[config.mk]
export PLATFORM = sky130hd
export DESIGN_NAME = fifo_read_packer
export DESIGN_NICKNAME = d
export VERILOG_FILES = /design/src/rtl/fifo_read_packer.sv
export SDC_FILE = /design/constraint.sdc
export NUM_CORES = 1
export LEC_CHECK = 0
export BUFFER_PORTS_ARGS = -buffer_cell sky130_fd_sc_hd__buf_2
export CAP_MARGIN = 20
export CORE_ASPECT_RATIO = 2
export CORE_MARGIN = 10
export CORE_UTILIZATION = 42
export DETAILED_ROUTE_END_ITERATION = 10
export HOLD_SLACK_MARGIN = 0.12
export SYNTH_ARGS = -nofsm -noshare
export SYNTH_HDL_FRONTEND = slang
export SYNTH_HIERARCHICAL = 1
export SYNTH_SLANG_ARGS = --single-unit
[constraint.sdc]
create_clock -name clk -period 3.5 [get_ports clk]
set_input_delay 0.525 -clock clk [delete_from_list [all_inputs] [get_ports clk]]
set_output_delay 0.525 -clock clk [all_outputs]
set_load 0.005 [all_outputs]
[src/rtl/fifo_read_packer.sv]
// Read-side width packer: gathers RATIO consecutive FIFO words into one wide
// word with a lane valid mask, with flush of partial words and a one-deep output slot.

module fifo_read_packer_lane #(
  parameter int W = 8
) (
  input  logic         clk,
  input  logic         rst,
  input  logic         wr,
  input  logic         keep,
  input  logic [W-1:0] d,
  output logic [W-1:0] ld
);
  logic [W-1:0] q;

  always_ff @(posedge clk or negedge rst)
    if (!rst)   q <= '0;
    else if (wr) q <= d;

  // Same-cycle write forwards straight into the slot so a completing or flushed word includes it.
  assign ld = keep ? (wr ? d : q) : '0;
endmodule

module fifo_read_packer #(
  parameter int IN_WIDTH = 8,
  parameter int RATIO    = 4
) (
  input  logic                      clk,
  input  logic                      rst,
  input  logic                      in_valid,
  output logic                      in_ready,
  input  logic [IN_WIDTH-1:0]       in_data,
  input  logic                      flush,
  output logic                      out_valid,
  input  logic                      out_ready,
  output logic [IN_WIDTH*RATIO-1:0] out_data,
  output logic [RATIO-1:0]          out_mask
);
  localparam int CW = $clog2(RATIO);
  localparam logic [CW-1:0] LAST = CW'(RATIO - 1);

  logic [CW-1:0] cnt, cnt_acc;
  logic          flush_pend, fp_eff;
  logic          acc, free, complete, emit_part, load;
  logic [RATIO-1:0]                wr, keep;
  logic [RATIO-1:0][IN_WIDTH-1:0]  ld_data, slot_data;
  logic [RATIO-1:0]                slot_mask;

  assign free     = ~out_valid | out_ready;
  assign in_ready = ~flush_pend & ((cnt != LAST) | free);
  assign acc      = in_valid & in_ready;
  assign complete = acc & (cnt == LAST);

  // Fill count after this cycle's accept; flush resolution looks at this value.
  always_comb begin
    cnt_acc = cnt;
    if (complete)  cnt_acc = '0;
    else if (acc)  cnt_acc = cnt + CW'(1);
  end

  assign fp_eff    = flush_pend | flush;
  assign emit_part = fp_eff & (cnt_acc != '0) & free;
  assign load      = complete | emit_part;

  genvar k;
  generate
    for (k = 0; k < RATIO; k++) begin : g_lane
      assign wr[k]   = acc & (cnt == CW'(k));
      assign keep[k] = complete | (CW'(k) < cnt_acc);
      fifo_read_packer_lane #(.W(IN_WIDTH)) u_lane (
        .clk  (clk),
        .rst  (rst),
        .wr   (wr[k]),
        .keep (keep[k]),
        .d    (in_data),
        .ld   (ld_data[k])
      );
    end
  endgenerate

  always_ff @(posedge clk or negedge rst)
    if (!rst) begin
      cnt        <= '0;
      flush_pend <= 1'b0;
    end else begin
      cnt        <= load ? '0 : cnt_acc;
      flush_pend <= fp_eff & (cnt_acc != '0) & ~free;
    end

  always_ff @(posedge clk or negedge rst)
    if (!rst) begin
      out_valid <= 1'b0;
      slot_data <= '0;
      slot_mask <= '0;
    end else if (load) begin
      out_valid <= 1'b1;
      slot_data <= ld_data;
      slot_mask <= keep;
    end else if (out_ready) begin
      out_valid <= 1'b0;
    end

  assign out_data = slot_data;
  assign out_mask = slot_mask;
endmodule

==> out/results.txt, run 1 <==
The flow ran to the end, and the final reports show no timing, DRC or antenna violations. The worst setup path is captured at a flip-flop. At the end of the flow, the number of nets in the layout was 300. After synthesis, the share of flip-flops with an asynchronous set or reset is 100%. The worst path needs 2.85 ns of the cycle, external delays included. For the overall fraction of global-route tracks in use, the log shows 12.1%. Sequential cells were found to cover 52.8% of the synthesized design area.

The cell type with the highest aggregate area in the netlist was sky130_fd_sc_hd__dfrtp_1. After detailed routing, the number of vias per cell comes to 5.03. For the maximum VDD drop, the log shows 362 µV. In this design, the stage delay of the slowest critical-path cell is 0.64 ns. The deepest clock path buffer count is 2. Traced cell by cell, the critical path runs through ha_1, a21oi_2, and2_1, mux2_4, and2_1, mux2_4. The area growth from synthesis to layout is 18.1%. The post-synthesis net count is 244.

The summed instance area of the synthesized netlist is 3410 µm². Setup repair after global routing left no endpoint under its margin. Power spread over the standard cell area amounts to 916 nW/µm².

The run gives 3.07 ns as the critical path data arrival time. The routed via count was 1931; the count of port buffers added during placement was 50. The worst register-to-register path has a setup slack of 0.65 ns. Routability-driven placement finished with a final weighted congestion of 0.758. The share of layout cells above drive strength 1 is 50.0%, and the final total negative setup slack is 0 ns. The first detailed-routing pass ran for 4 iterations.

The floorplan step set the die height to 147 µm. The top cell type by area accounts for 52.8% of the synthesized area. In the detailed route, the total length drawn on met2 is 3740 µm. The tools report the startpoint of the worst-slack reg-to-reg timing path as cnt[0]. At the pin with the least slew margin, the transition time is 0.918 ns. By count the netlist is led by sky130_fd_sc_hd__dfrtp_1, sky130_fd_sc_hd__mux2_4, sky130_fd_sc_hd__and2_1, sky130_fd_sc_hd__a21oi_1, sky130_fd_sc_hd__buf_6. The repair_antennas step left the layout with diodes totalling 0.

The number of remaining DRC errors was 0. In this run, post-CTS repair resized a total of 0 instances. The startpoint identified for the worst hold timing path is out_ready. At the worst endpoint, the required time is 3.72 ns. The routed metal-1 wirelength was 2910 µm; the largest net degree at the start of global routing was 73. After layout, the worst path uses 81.6% of the clock period. The final routed wire length divided by cell count is 18.5 µm. Timing would allow up to 0.350 GHz. Along the worst hold path, the cell count comes to 2. At the later pin of the worst-skew pair, clock insertion delay measures 0.33 ns.

The worst register-to-register path has a depth of 6. Violation count after the first detailed-route iteration: 91. Yosys mapped the design onto 31 distinct sky130hd cell types.

The number of primary I/O pins is 51. From left edge to right edge, the die measures 83.7 µm. The number of instances in the synthesized netlist is 227. The cell at the root of the clock tree was sky130_fd_sc_hd__clkbuf_16.

After legalization and detailed placement, the total HPWL measured 5030 µm. Once the clock tree was built, the setup fixing pass inserted 0 buffers. The first global-routing pass estimated 11800 µm of wire. The tools report the via count of the first global-routing pass as 2150.

End of the worst hold path: flush_pend. The detailed router used layers up to and including met4. The min-delay analysis places its worst path in the category in -> reg. The critical path in this run is classified as reg -> reg. Predominant post-synthesis flop cell: sky130_fd_sc_hd__dfrtp_1. The hold-fix buffer count after cts came out at 0. Number of antenna violations at the first check in global routing: 0. The core region is 7940 µm². The synthesized flop and latch total was 72.

In the post-synthesis netlist, the cell with the most instances is sky130_fd_sc_hd__dfrtp_1. Measured on the finished design, the core utilization comes to 50.8%. The logs give 0 for the number of hold violations in the final report and 717 for the count of fill cells added during filler insertion. The run gives 72 as the number of sinks on the clock net. The routed design has 7120 µm of wire.

The clock arrives with 0.00613 ns of skew. In this run the remaining antenna-violating nets after routing total 0. For the number of maximum-capacitance violations, the log shows 0.

Once the floorplan was initialized, standard cells occupied 43.0% of the core. Of all nets on the critical path, the largest fanout is 16. The tools report the sum of met3 wire segment lengths after detailed routing as 306 µm. STA classifies the critical path startpoint as a flip-flop. Cell with the largest stage delay on the worst path: sky130_fd_sc_hd__and2_1. The number of buffers created by CTS is 9. During synthesis, Yosys emitted a total of 6 warnings. TritonCTS built the clock tree.

Yosys mapped a number of flops with a built-in enable equal to 0. The number of H-tree levels was 3; the clock-pin slew reported for the worst setup and hold paths after clock tree synthesis was 0.05 ns. The logs give 46 for the standard-cell row count and 38.8% for the normalized max-slew margin. In this run the critical register-to-register path is captured at out_data[25]. The mean instance size in the synthesized netlist is 15.0 µm². By area the synthesized netlist is led by sky130_fd_sc_hd__dfrtp_1, sky130_fd_sc_hd__mux2_4, sky130_fd_sc_hd__and2_1. For the total overflow reported by the global router, the log shows 0.

The die covers 12400 µm². Setup violations remaining at the end of the flow were counted as 0. In this run the static leakage power is 0.00206 µW.

The number of pins with negative max-slew slack in the final report is 0.
## area by class of cell
cell class | count | area [µm²] | share of cell area [%]
inverters | 4 | 15.0 | 0.372
clock buffers | 13 | 260 | 6.45
flip-flops and latches | 72 | 1800 | 44.7
multi-input cells | 142 | 1500 | 37.3
repair buffers | 54 | 293 | 7.26
well taps | 96 | 120 | 2.98
clock inverters | 3 | 40.0 | 0.993
## layer usage
layer / global-route usage (%) / vias to the layer above
li1: - / 893
met1: 13.5 / 984
met2: 20.2 / 40
met3: 3.74 / 14
met4: 6.31 / 0
met5: 0 / -
## power by group
| part | internal (µW) | switching (µW) |
|---|---|---|
| logic | 845 | 592 |
| clock network | 588 | 334 |
| registers | 1180 | 157 |
## logic make-up (layout without fill, tap and decap cells)
kind of cell    after synthesis  in the layout  synth area share (%)
mux                          65             65                  28.0
simple gates                 53             53                  9.75
fa+ha+maj                     4              4                  1.47
buf+inv                      13             74                  3.19
compound gates               20             20                  4.80
flops                        72             72                  52.8
## flip-flops by register name, indices dropped and copies added (netlist names)
signal           cells
g_lane.u_lane/q     32
out_data            32
out_mask             4
cnt                  2
flush_pend           1
out_valid            1
## stage by stage
stage               std cells  hold slack [ns]  total power, µW  worst slack [ns]  instance area, µm²
floorplan                 227            0.229             2430              1.17                3410
global placement          368            0.445             2770             0.713                3730
detailed placement        368            0.467             2820             0.625                3730
CTS                       384            0.368             3760             0.618                4030
global route              384            0.384             3930             0.448                4030
finish                    384            0.373             3690             0.645                4030
## cell usage in the layout, fill, tap and decap left out, types with 3 or more instances in the layout
master	instances
sky130_fd_sc_hd__and2_1	32
sky130_fd_sc_hd__dfrtp_1	72
sky130_fd_sc_hd__nand2_1	3
sky130_fd_sc_hd__a21oi_1	8
sky130_fd_sc_hd__ha_1	4
sky130_fd_sc_hd__and2_4	4
sky130_fd_sc_hd__buf_4	3
sky130_fd_sc_hd__clkbuf_16	9
sky130_fd_sc_hd__nor2_1	4
sky130_fd_sc_hd__inv_1	4
sky130_fd_sc_hd__mux2_2	4
sky130_fd_sc_hd__buf_2	50
sky130_fd_sc_hd__mux2_4	60
sky130_fd_sc_hd__nor3_1	3
## worst max-delay path, delay by kind of cell (launching register included)
family                     cells  cell delay, ns
AOI/OAI and AO/OA              1            0.38
adders and majority gates      1            0.45
DFF                            1            0.49
muxes                          2            0.62
and+or+nand+nor                2            0.79
## worst max-delay path by stage
stage / end / cells past startpoint / slack [ns] / startpoint
global route: out_data[24] / 6 / 0.45 / cnt[0]
detailed placement: out_data[24] / 6 / 0.63 / cnt[0]
CTS: out_data[27] / 6 / 0.62 / cnt[0]
global placement: out_data[10] / 6 / 0.71 / cnt[0]
finish: out_data[25] / 6 / 0.65 / cnt[0]
floorplan: out_data[31] / 7 / 1.17 / cnt[1]
(Power assumes the default switching activity.)
==> inputs of run 2 (changes only) <==
clock period = 2.75 ns   (was 3.5 ns; I/O delays follow)
==> run 2 against run 1 <==
Critical path type unchanged. Utilization rose by 0.71 points. Setup slack got worse by 0.30 ns. Register-to-register slack got worse by 0.30 ns. Sequential share of layout area down 0.62 points. Highest routed layer unchanged. Critical endpoint is now out_data[11]. Maximum frequency up 19%. Clock power increased by 19%. Worst hold slack got worse by 0.099 ns. Die area did not move. Power rose by 26%. Critical path depth increased by 1. Sequential cell count did not move.
==> out/results.txt, run 2 (synthesis results as in run 1) <==
The average vias per placed instance was 4.92 (was 5.03). The count of port buffers added during placement was 50 (unchanged). The final routed wire length divided by cell count is 17.7 µm (was 18.5 µm). For the share of total power in combinational logic, the log shows 40.0% (was 38.9%).

The cell with the largest stage delay on the worst path is sky130_fd_sc_hd__dfrtp_1 (was sky130_fd_sc_hd__and2_1). The run gives 0.00455 ns (was 0.00613 ns) as the setup skew after layout. Number of setup buffers added after CTS: 0 (unchanged). The startpoint type of the worst setup path was a flip-flop (unchanged).

TritonCTS built the clock tree. The end of the worst hold path was flush_pend (unchanged). The final total negative setup slack is 0 ns (unchanged), and the share of layout cells above drive strength 1 is 51.2% (was 50.0%). The global-route wire length before repair is 11700 µm (was 11800 µm).

The violation count after the first detailed-route iteration was 101 (was 91); the number of sinks on the clock net was 72 (unchanged). Die extent in y: 147 µm (unchanged). Cells traversed along the worst timing path: inv_1, ha_1, nor2b_1, o21ai_2, a22oi_4, buf_4, mux2_4 (was ha_1, a21oi_2, and2_1, mux2_4, and2_1, mux2_4). For the floorplan die area, the log shows 12400 µm² (unchanged). Starting density of the core: 43.0% (unchanged).

The tools report the endpoint of the worst register-to-register path as out_data[11] (was out_data[25]). The delay of the slowest cell on the worst path works out to 0.52 ns (was 0.64 ns). For the met3 track demand over resource in global routing, the log shows 4.29% (was 3.74%).

For the count of antenna diodes in the layout, the log shows 0 (unchanged). Post-DP HPWL: 4900 µm (was 5030 µm). The tools report the kind of capture point of the worst setup path as a flip-flop (unchanged). The combined area of the multi-input logic cells came out at 1500 µm² (unchanged).

For the routed via count, the log shows 1932 (was 1931). The minimum clock period after layout is 2.40 ns (was 2.85 ns). The deepest clock path buffer count is 2 (unchanged). The horizontal extent of the die was 83.7 µm (unchanged); the routing usage on met2 was 20.0% (was 20.2%). Maximum VDD drop: 532 µV (was 362 µV).

The tools report the number of primary I/O pins as 51 (unchanged). Number of buffers created by CTS: 9 (unchanged). The number of hold violations in the final report is 0 (unchanged).

Setup repair after global routing left no endpoint under its margin. The run gives 3 (unchanged) as the number of H-tree levels. The total overflow reported by the global router was 0 (unchanged). The hold path depth is 2 (unchanged), and the minimum setup slack among reg-to-reg paths is 0.35 ns (was 0.65 ns). The largest net degree at the start of global routing is 73 (unchanged), and the biggest fanout along the worst timing path is 22 (was 16). The detailed-route wire length is 6950 µm (was 7120 µm), and the post-placement worst setup slack is 0.379 ns (was 0.625 ns). Most used cells in the layout excluding fill and tap cells: sky130_fd_sc_hd__dfrtp_1, sky130_fd_sc_hd__mux2_4, sky130_fd_sc_hd__buf_2, sky130_fd_sc_hd__and2_1, sky130_fd_sc_hd__buf_4 (was sky130_fd_sc_hd__dfrtp_1, sky130_fd_sc_hd__mux2_4, sky130_fd_sc_hd__buf_2, sky130_fd_sc_hd__and2_1, sky130_fd_sc_hd__clkbuf_16).

The sequential power share is 36.4% (was 36.1%). The part of the cycle the worst path needs was 87.4% (was 81.6%). The run gives 2.61 ns (was 3.07 ns) as the critical path data arrival time. The kind of path behind the tightest hold check was in -> reg (unchanged). The layout overhead on the synthesized area is 19.8% (was 18.1%), and the number of pins with negative max-slew slack in the final report is 0 (unchanged). The clock-pin slew reported for the worst setup and hold paths after clock tree synthesis was 0.05 ns (about the same).

The last weighted congestion value of the routability-driven placer was 0.759 (was 0.758). The minimum setup slack in the final design is 0.348 ns (was 0.645 ns), and the worst reg-to-reg path cell count is 7 (was 6). The run gives 23.6% (was 25.0%) as the clock network fraction of design power. The placeable core region was 7940 µm² (unchanged); the storage element area was 1800 µm² (unchanged). The maximum operating frequency was 0.416 GHz (was 0.350 GHz). The transition time of the tightest slew-check pin was 0.536 ns (was 0.918 ns); the standard-cell row count was 46 (unchanged). The clock latency on the worst-skew pair is 0.33 ns (about the same), and the internal portion of total power is 3280 µW (was 2610 µW).

For the data required time of the critical path, the log shows 2.96 ns (was 3.72 ns). The net switching fraction of the power was 29.4% (was 29.3%). The final layout net count is 309 (was 300), and the switching power total is 1370 µW (was 1080 µW). The tools report the startpoint of the worst-slack reg-to-reg timing path as cnt[0] (unchanged).

The leakage power figure was 0.00209 µW (was 0.00206 µW); the total power per unit cell area was 1140 nW/µm² (was 916 nW/µm²). For the remaining antenna violation count after routing, the log shows 0 (unchanged). Normalized max-slew margin: 64.3% (was 38.8%). The run finished with clean final reports. Count of fill cells added during filler insertion: 700 (was 717). The type of the worst setup path is reg -> reg (unchanged).

For the via count of the first global-routing pass, the log shows 2158 (was 2150). The routing usage on met1 is 13.0% (was 13.5%). The tools report the critical hold path startpoint as out_ready (unchanged). The run gives 4 (unchanged) as the first-pass iteration count of the detailed router. The leading cell type in the layout, fill and taps excluded was sky130_fd_sc_hd__dfrtp_1 (unchanged). Count of endpoints failing setup in the final report: 0 (unchanged). The tools report the number of antenna violations at the first check in global routing as 0 (unchanged). The cell at the root of the clock tree was sky130_fd_sc_hd__clkbuf_16 (unchanged). The most crowded layer after global routing was met2 (unchanged).

The number of remaining DRC errors came out at 0 (unchanged). The logs give 0 (unchanged) for the number of maximum-capacitance violations and 11.9% (was 12.1%) for the overall fraction of global-route tracks in use.
[run 2: changes by cell type in the layout (fill, tap and decap cells not counted)]
cell	delta
sky130_fd_sc_hd__buf_4	+8
sky130_fd_sc_hd__clkinvlp_4	+1
sky130_fd_sc_hd__clkinv_2	-1
sky130_fd_sc_hd__bufinv_16	-1
sky130_fd_sc_hd__dlygate4sd3_1	+1
sky130_fd_sc_hd__clkbuf_8	+1
[run 2: final cells by class]
type                    instances  area share [%]
multi-input cells             142            36.8
inverters                       4           0.367
flip-flops and latches         72            44.1
well taps                      96            2.94
clock buffers                  14            6.70
clock inverters                 2           0.306
repair buffers                 63            8.87
[run 2: through the flow]
stage | instance area (µm²) | power, µW | hold slack (ns) | std cells | util (%)
3_5_place_dp | 3790 | 3590 | 0.448 | 376 | 47.7
6_report | 4090 | 4650 | 0.275 | 393 | 51.5
2_1_floorplan | 3410 | 3090 | 0.117 | 227 | -
4_1_cts | 4090 | 4720 | 0.275 | 393 | 51.5
5_1_grt | 4090 | 4980 | 0.288 | 393 | 51.5
3_3_place_gp | 3790 | 3560 | 0.450 | 376 | 47.7
[run 2: power groups by stage]
stage	combinational, µW	sequential, µW	clock, µW
final	1860	1690	1100
after detailed placement	1890	1700	0
after floorplan	1410	1680	0
after global routing	2030	1750	1190
after CTS	1900	1700	1130
after global placement	1860	1700	0
[run 2: how the worst max path moves through the flow]
| stage | start | endpoint | cells past startpoint |
|---|---|---|---|
| 2_1_floorplan | cnt[1] | out_data[31] | 7 |
| 3_3_place_gp | cnt[0] | out_data[8] | 7 |
| 3_5_place_dp | cnt[0] | out_data[11] | 7 |
| 4_1_cts | cnt[0] | out_data[11] | 7 |
| 5_1_grt | cnt[0] | out_data[4] | 7 |
| 6_report | cnt[0] | out_data[11] | 7 |
[run 2: timing repair]
item / in CTS / in global routing
hold endpoints to repair: 4 / 0
gates resized for setup: 0 / 0
hold buffers: 1 / 0
[run 2: worst max-delay path: cells and delay by family (launching register included)]
| kind | cells | cell delay, ns |
|---|---|---|
| mux | 1 | 0.34 |
| simple gates | 1 | 0.21 |
| compound gates | 2 | 0.29 |
| buf+inv | 2 | 0.55 |
| flops | 1 | 0.52 |
| fa+ha+maj | 1 | 0.36 |
[run 2: per-layer routing]
metal	routed length, µm	part of all wire [%]	up-vias
li1	-	-	906
met1	2800	40	973
met2	3670	53	41
met3	326	4.7	12
met4	153	2.2	0
met5	0	0	-
==> inputs of run 3 (changes only) <==
SYNTH_HIERARCHICAL = unset   (was 1)
==> run 3 against run 2 <==
Clock skew up 0.00081 ns. Critical endpoint is now out_data[7]. Synthesized cell count down 16%. Wire length down 12%. Largest cell class unchanged. Combinational power down 39%. Critical path type unchanged. Setup slack better by 0.075 ns. Power down 22%.
==> out/results.txt, run 3 <==
The run finished with clean final reports. The tools report the deepest clock path buffer count as 2 (unchanged). For the number of primary I/O pins, the log shows 51 (unchanged). Horizontal extent of the die: 75.8 µm (was 83.7 µm).

The count of flip-flops with a built-in enable after synthesis was 0 (unchanged). The final routed wire length divided by cell count works out to 18.1 µm (was 17.7 µm). Top cells by count, synth: sky130_fd_sc_hd__dfrtp_1, sky130_fd_sc_hd__inv_1, sky130_fd_sc_hd__o2bb2ai_1, sky130_fd_sc_hd__mux2i_1, sky130_fd_sc_hd__mux2_2 (was sky130_fd_sc_hd__dfrtp_1, sky130_fd_sc_hd__mux2_4, sky130_fd_sc_hd__and2_1, sky130_fd_sc_hd__a21oi_1, sky130_fd_sc_hd__buf_6). The share of total power in combinational logic was 31.3% (was 40.0%). Type of the worst setup path: reg -> reg (unchanged). The final layout net count was 269 (was 309). Setup repair after global routing left no endpoint under its margin.

The clock-pin slew reported for the worst setup and hold paths after clock tree synthesis came out at 0.05 ns (about the same). The sum of internal, switching and leakage power is 3650 µW (was 4650 µW). Cell type with the highest aggregate area in the netlist: sky130_fd_sc_hd__dfrtp_1 (unchanged).

The data required time of the critical path was 2.96 ns (about the same). The logs give 0.430 GHz (was 0.416 GHz) for the maximum operating frequency and 0 (unchanged) for the number of antenna violations at the first check in global routing. The tools report the clock latency on the worst-skew pair as 0.33 ns (about the same). The share of layout cells above drive strength 1 was 36.2% (was 51.2%). The maximum VDD drop was 603 µV (was 532 µV); the number of buffers created by CTS was 9 (unchanged). The number of instances in the synthesized netlist is 191 (was 227), and the transition time of the tightest slew-check pin is 0.788 ns (was 0.536 ns). The part of the cycle the worst path needs is 84.6% (was 87.4%). The kind of capture point of the worst setup path is a flip-flop (unchanged).

The violation count after the first detailed-route iteration is 130 (was 101). The die extent in y is 132 µm (was 147 µm). The tools report the floorplan die area as 9970 µm² (was 12400 µm²). Buffering stage count on the worst path with inverters included: 2 (unchanged).

The total number of yosys warnings is 0 (was 6). The logs give 208 (was 244) for the post-synthesis net count and 32 (was 31) for the number of distinct library cell variants in the gate-level netlist after synthesis. The tools report the global-route wire length before repair as 10200 µm (was 11700 µm). The predominant post-synthesis flop cell was sky130_fd_sc_hd__dfrtp_1 (unchanged). The number of H-tree levels was 3 (unchanged). The average vias per placed instance came out at 5.03 (was 4.92). Overall fraction of global-route tracks in use: 13.8% (was 11.9%). Largest net degree at the start of global routing: 34 (was 73). The logs give 0 (was 1) for the hold-fix buffer count after cts and 2540 µW (was 3280 µW) for the internal portion of total power. The logs give 4340 µm (was 4900 µm) for the post-DP HPWL and 6110 µm (was 6950 µm) for the detailed-route wire length.

Switching power total: 1110 µW (was 1370 µW). The leading cell type in the layout, fill and taps excluded was sky130_fd_sc_hd__dfrtp_1 (unchanged). The net switching fraction of the power was 30.4% (was 29.4%); the leakage power figure was 0.00174 µW (was 0.00209 µW). The run gives 0 (unchanged) as the number of hold violations in the final report. The tools report the remaining antenna violation count after routing as 0 (unchanged).

The total power per unit cell area is 1130 nW/µm² (was 1140 nW/µm²), and the number of maximum-capacitance violations is 0 (unchanged). The most frequent cell after synthesis was sky130_fd_sc_hd__dfrtp_1 (unchanged). For the last weighted congestion value of the routability-driven placer, the log shows 0.860 (was 0.759). Area of all placed cells without fillers: 3240 µm² (was 4090 µm²). The number of remaining DRC errors is 0 (unchanged). The sequential power share came out at 41.1% (was 36.4%).

The standard-cell row count was 40 (was 46). The delay of the slowest cell on the worst path works out to 0.47 ns (was 0.52 ns). The area share of the largest cell type after synthesis was 61.2% (was 52.8%); the clock network fraction of design power was 27.6% (was 23.6%). The minimum clock period after layout came out at 2.33 ns (was 2.40 ns).

Count of port buffers added during placement: 50 (unchanged). The run gives 2620 µm² (was 3410 µm²) as the summed instance area of the synthesized netlist. Sequential share of the synthesized area: 61.2% (was 52.8%). Kind of path behind the tightest hold check: in -> async (was in -> reg).

The starting density of the core is 43.2% (was 43.0%). The placeable core region was 6060 µm² (was 7940 µm²). The logs give 0 (unchanged) for the number of pins with negative max-slew slack in the final report and 0 (unchanged) for the count of antenna diodes in the layout.

Via count of the first global-routing pass: 1865 (was 2158). The register with the most flip-flops in the layout has 32 of them. Cells traversed along the worst timing path: inv_1, ha_1, nand2b_1, a211o_1, nand3_1, buf_4, mux2_2 (was inv_1, ha_1, nor2b_1, o21ai_2, a22oi_4, buf_4, mux2_4). The proportion of register bits with asynchronous set or reset after synthesis was 100% (unchanged). The biggest fanout along the worst timing path came out at 16 (was 22). Main area contributors after synthesis: sky130_fd_sc_hd__dfrtp_1, sky130_fd_sc_hd__mux2i_1, sky130_fd_sc_hd__o2bb2ai_1 (was sky130_fd_sc_hd__dfrtp_1, sky130_fd_sc_hd__mux2_4, sky130_fd_sc_hd__and2_1).

Area of placed instances: 2980 µm² (was 3790 µm²). The cell with the largest stage delay on the worst path was sky130_fd_sc_hd__dfrtp_1 (unchanged). The cell family with the largest share of critical-path delay was flip-flops (was buffers and inverters). The synthesized flop and latch total works out to 64 (was 72). The logs give 0 (unchanged) for the count of endpoints failing setup in the final report and 0 (unchanged) for the number of setup buffers added after CTS.

The count of fill cells added during filler insertion is 543 (was 700), and the layout overhead on the synthesized area is 23.8% (was 19.8%). The run gives 0 (unchanged) as the number of cells upsized or downsized after cts. TritonCTS built the clock tree.

The setup skew after layout was 0.00536 ns (was 0.00455 ns). Most used cells in the layout excluding fill and tap cells: sky130_fd_sc_hd__dfrtp_1, sky130_fd_sc_hd__buf_2, sky130_fd_sc_hd__inv_1, sky130_fd_sc_hd__o2bb2ai_1, sky130_fd_sc_hd__mux2i_1 (was sky130_fd_sc_hd__dfrtp_1, sky130_fd_sc_hd__mux2_4, sky130_fd_sc_hd__buf_2, sky130_fd_sc_hd__and2_1, sky130_fd_sc_hd__buf_4). Cell at the root of the clock tree: sky130_fd_sc_hd__clkbuf_16 (unchanged). The run gives 47.4% (was 64.3%) as the normalized max-slew margin. The first-pass iteration count of the detailed router was 5 (was 4); the routed via count was 1699 (was 1932). The critical path data arrival time is 2.54 ns (was 2.61 ns). The logs give 0 ns (unchanged) for the final total negative setup slack and 64 (was 72) for the number of sinks on the clock net. The mean instance size in the synthesized netlist works out to 13.7 µm² (was 15.0 µm²).

Startpoint type of the worst setup path: a flip-flop (unchanged). Total overflow reported by the global router: 0 (unchanged).
[run 3: layout make-up]
type / instances / area (µm²) / share of cell area, %
Sequential cell: 64 / 1600 / 49.5
Multi-Input combinational cell: 101 / 892 / 27.6
Timing Repair Buffer: 58 / 310 / 9.58
Clock buffer: 12 / 256 / 7.92
Tap cell: 84 / 105 / 3.25
Inverter: 18 / 67.6 / 2.09
Clock inverter: 1 / 5.00 / 0.155
[run 3: power by group through the flow]
stage / clock [µW] / combinational (µW) / sequential (µW)
2_1_floorplan: 0 / 744 / 1490
3_3_place_gp: 0 / 1150 / 1510
3_5_place_dp: 0 / 1170 / 1520
4_1_cts: 1030 / 1180 / 1510
5_1_grt: 1070 / 1290 / 1550
6_report: 1010 / 1140 / 1500
[run 3: logic make-up (layout without fill, tap and decap cells)]
logic type,after synthesis,count (layout),synth area share (%)
flip-flops,64,64,61.2
AO/OA/AOI/OAI,36,36,11.7
multiplexers,33,33,14.6
AND/OR/NAND/NOR,28,28,5.93
buffers and inverters,26,89,4.64
adder cells (fa/ha/maj),4,4,1.91
[run 3: worst paths after layout]
kind,end,cells past startpoint,from,slack (ns)
max,out_data[7],7,cnt[0],0.42
min,out_data[0],1,rst,0.15
max reg2reg,out_data[7],7,cnt[0],0.42
min reg2reg,out_mask[0],1,out_mask[0],0.46
max in group asynchronous,out_data[2],2,rst,1.83
min in group clk,out_data[31],2,in_data[7],0.37
[run 3: metrics by stage]
stage               instances  setup slack, ns  util, %  hold slack [ns]
global placement          325            0.464     49.2            0.445
global route              338            0.214     53.5            0.202
CTS                       338            0.405     53.5            0.188
floorplan                 191            0.720        -            0.117
finish                    338            0.423     53.5            0.154
detailed placement        325            0.423     49.2            0.453
[run 3: per-layer routing]
metal	GRT usage, %	share of wire [%]
met2	21.8	53
met4	6.55	1.6
met3	4.37	5.8
met5	0	0
met1	15.9	40
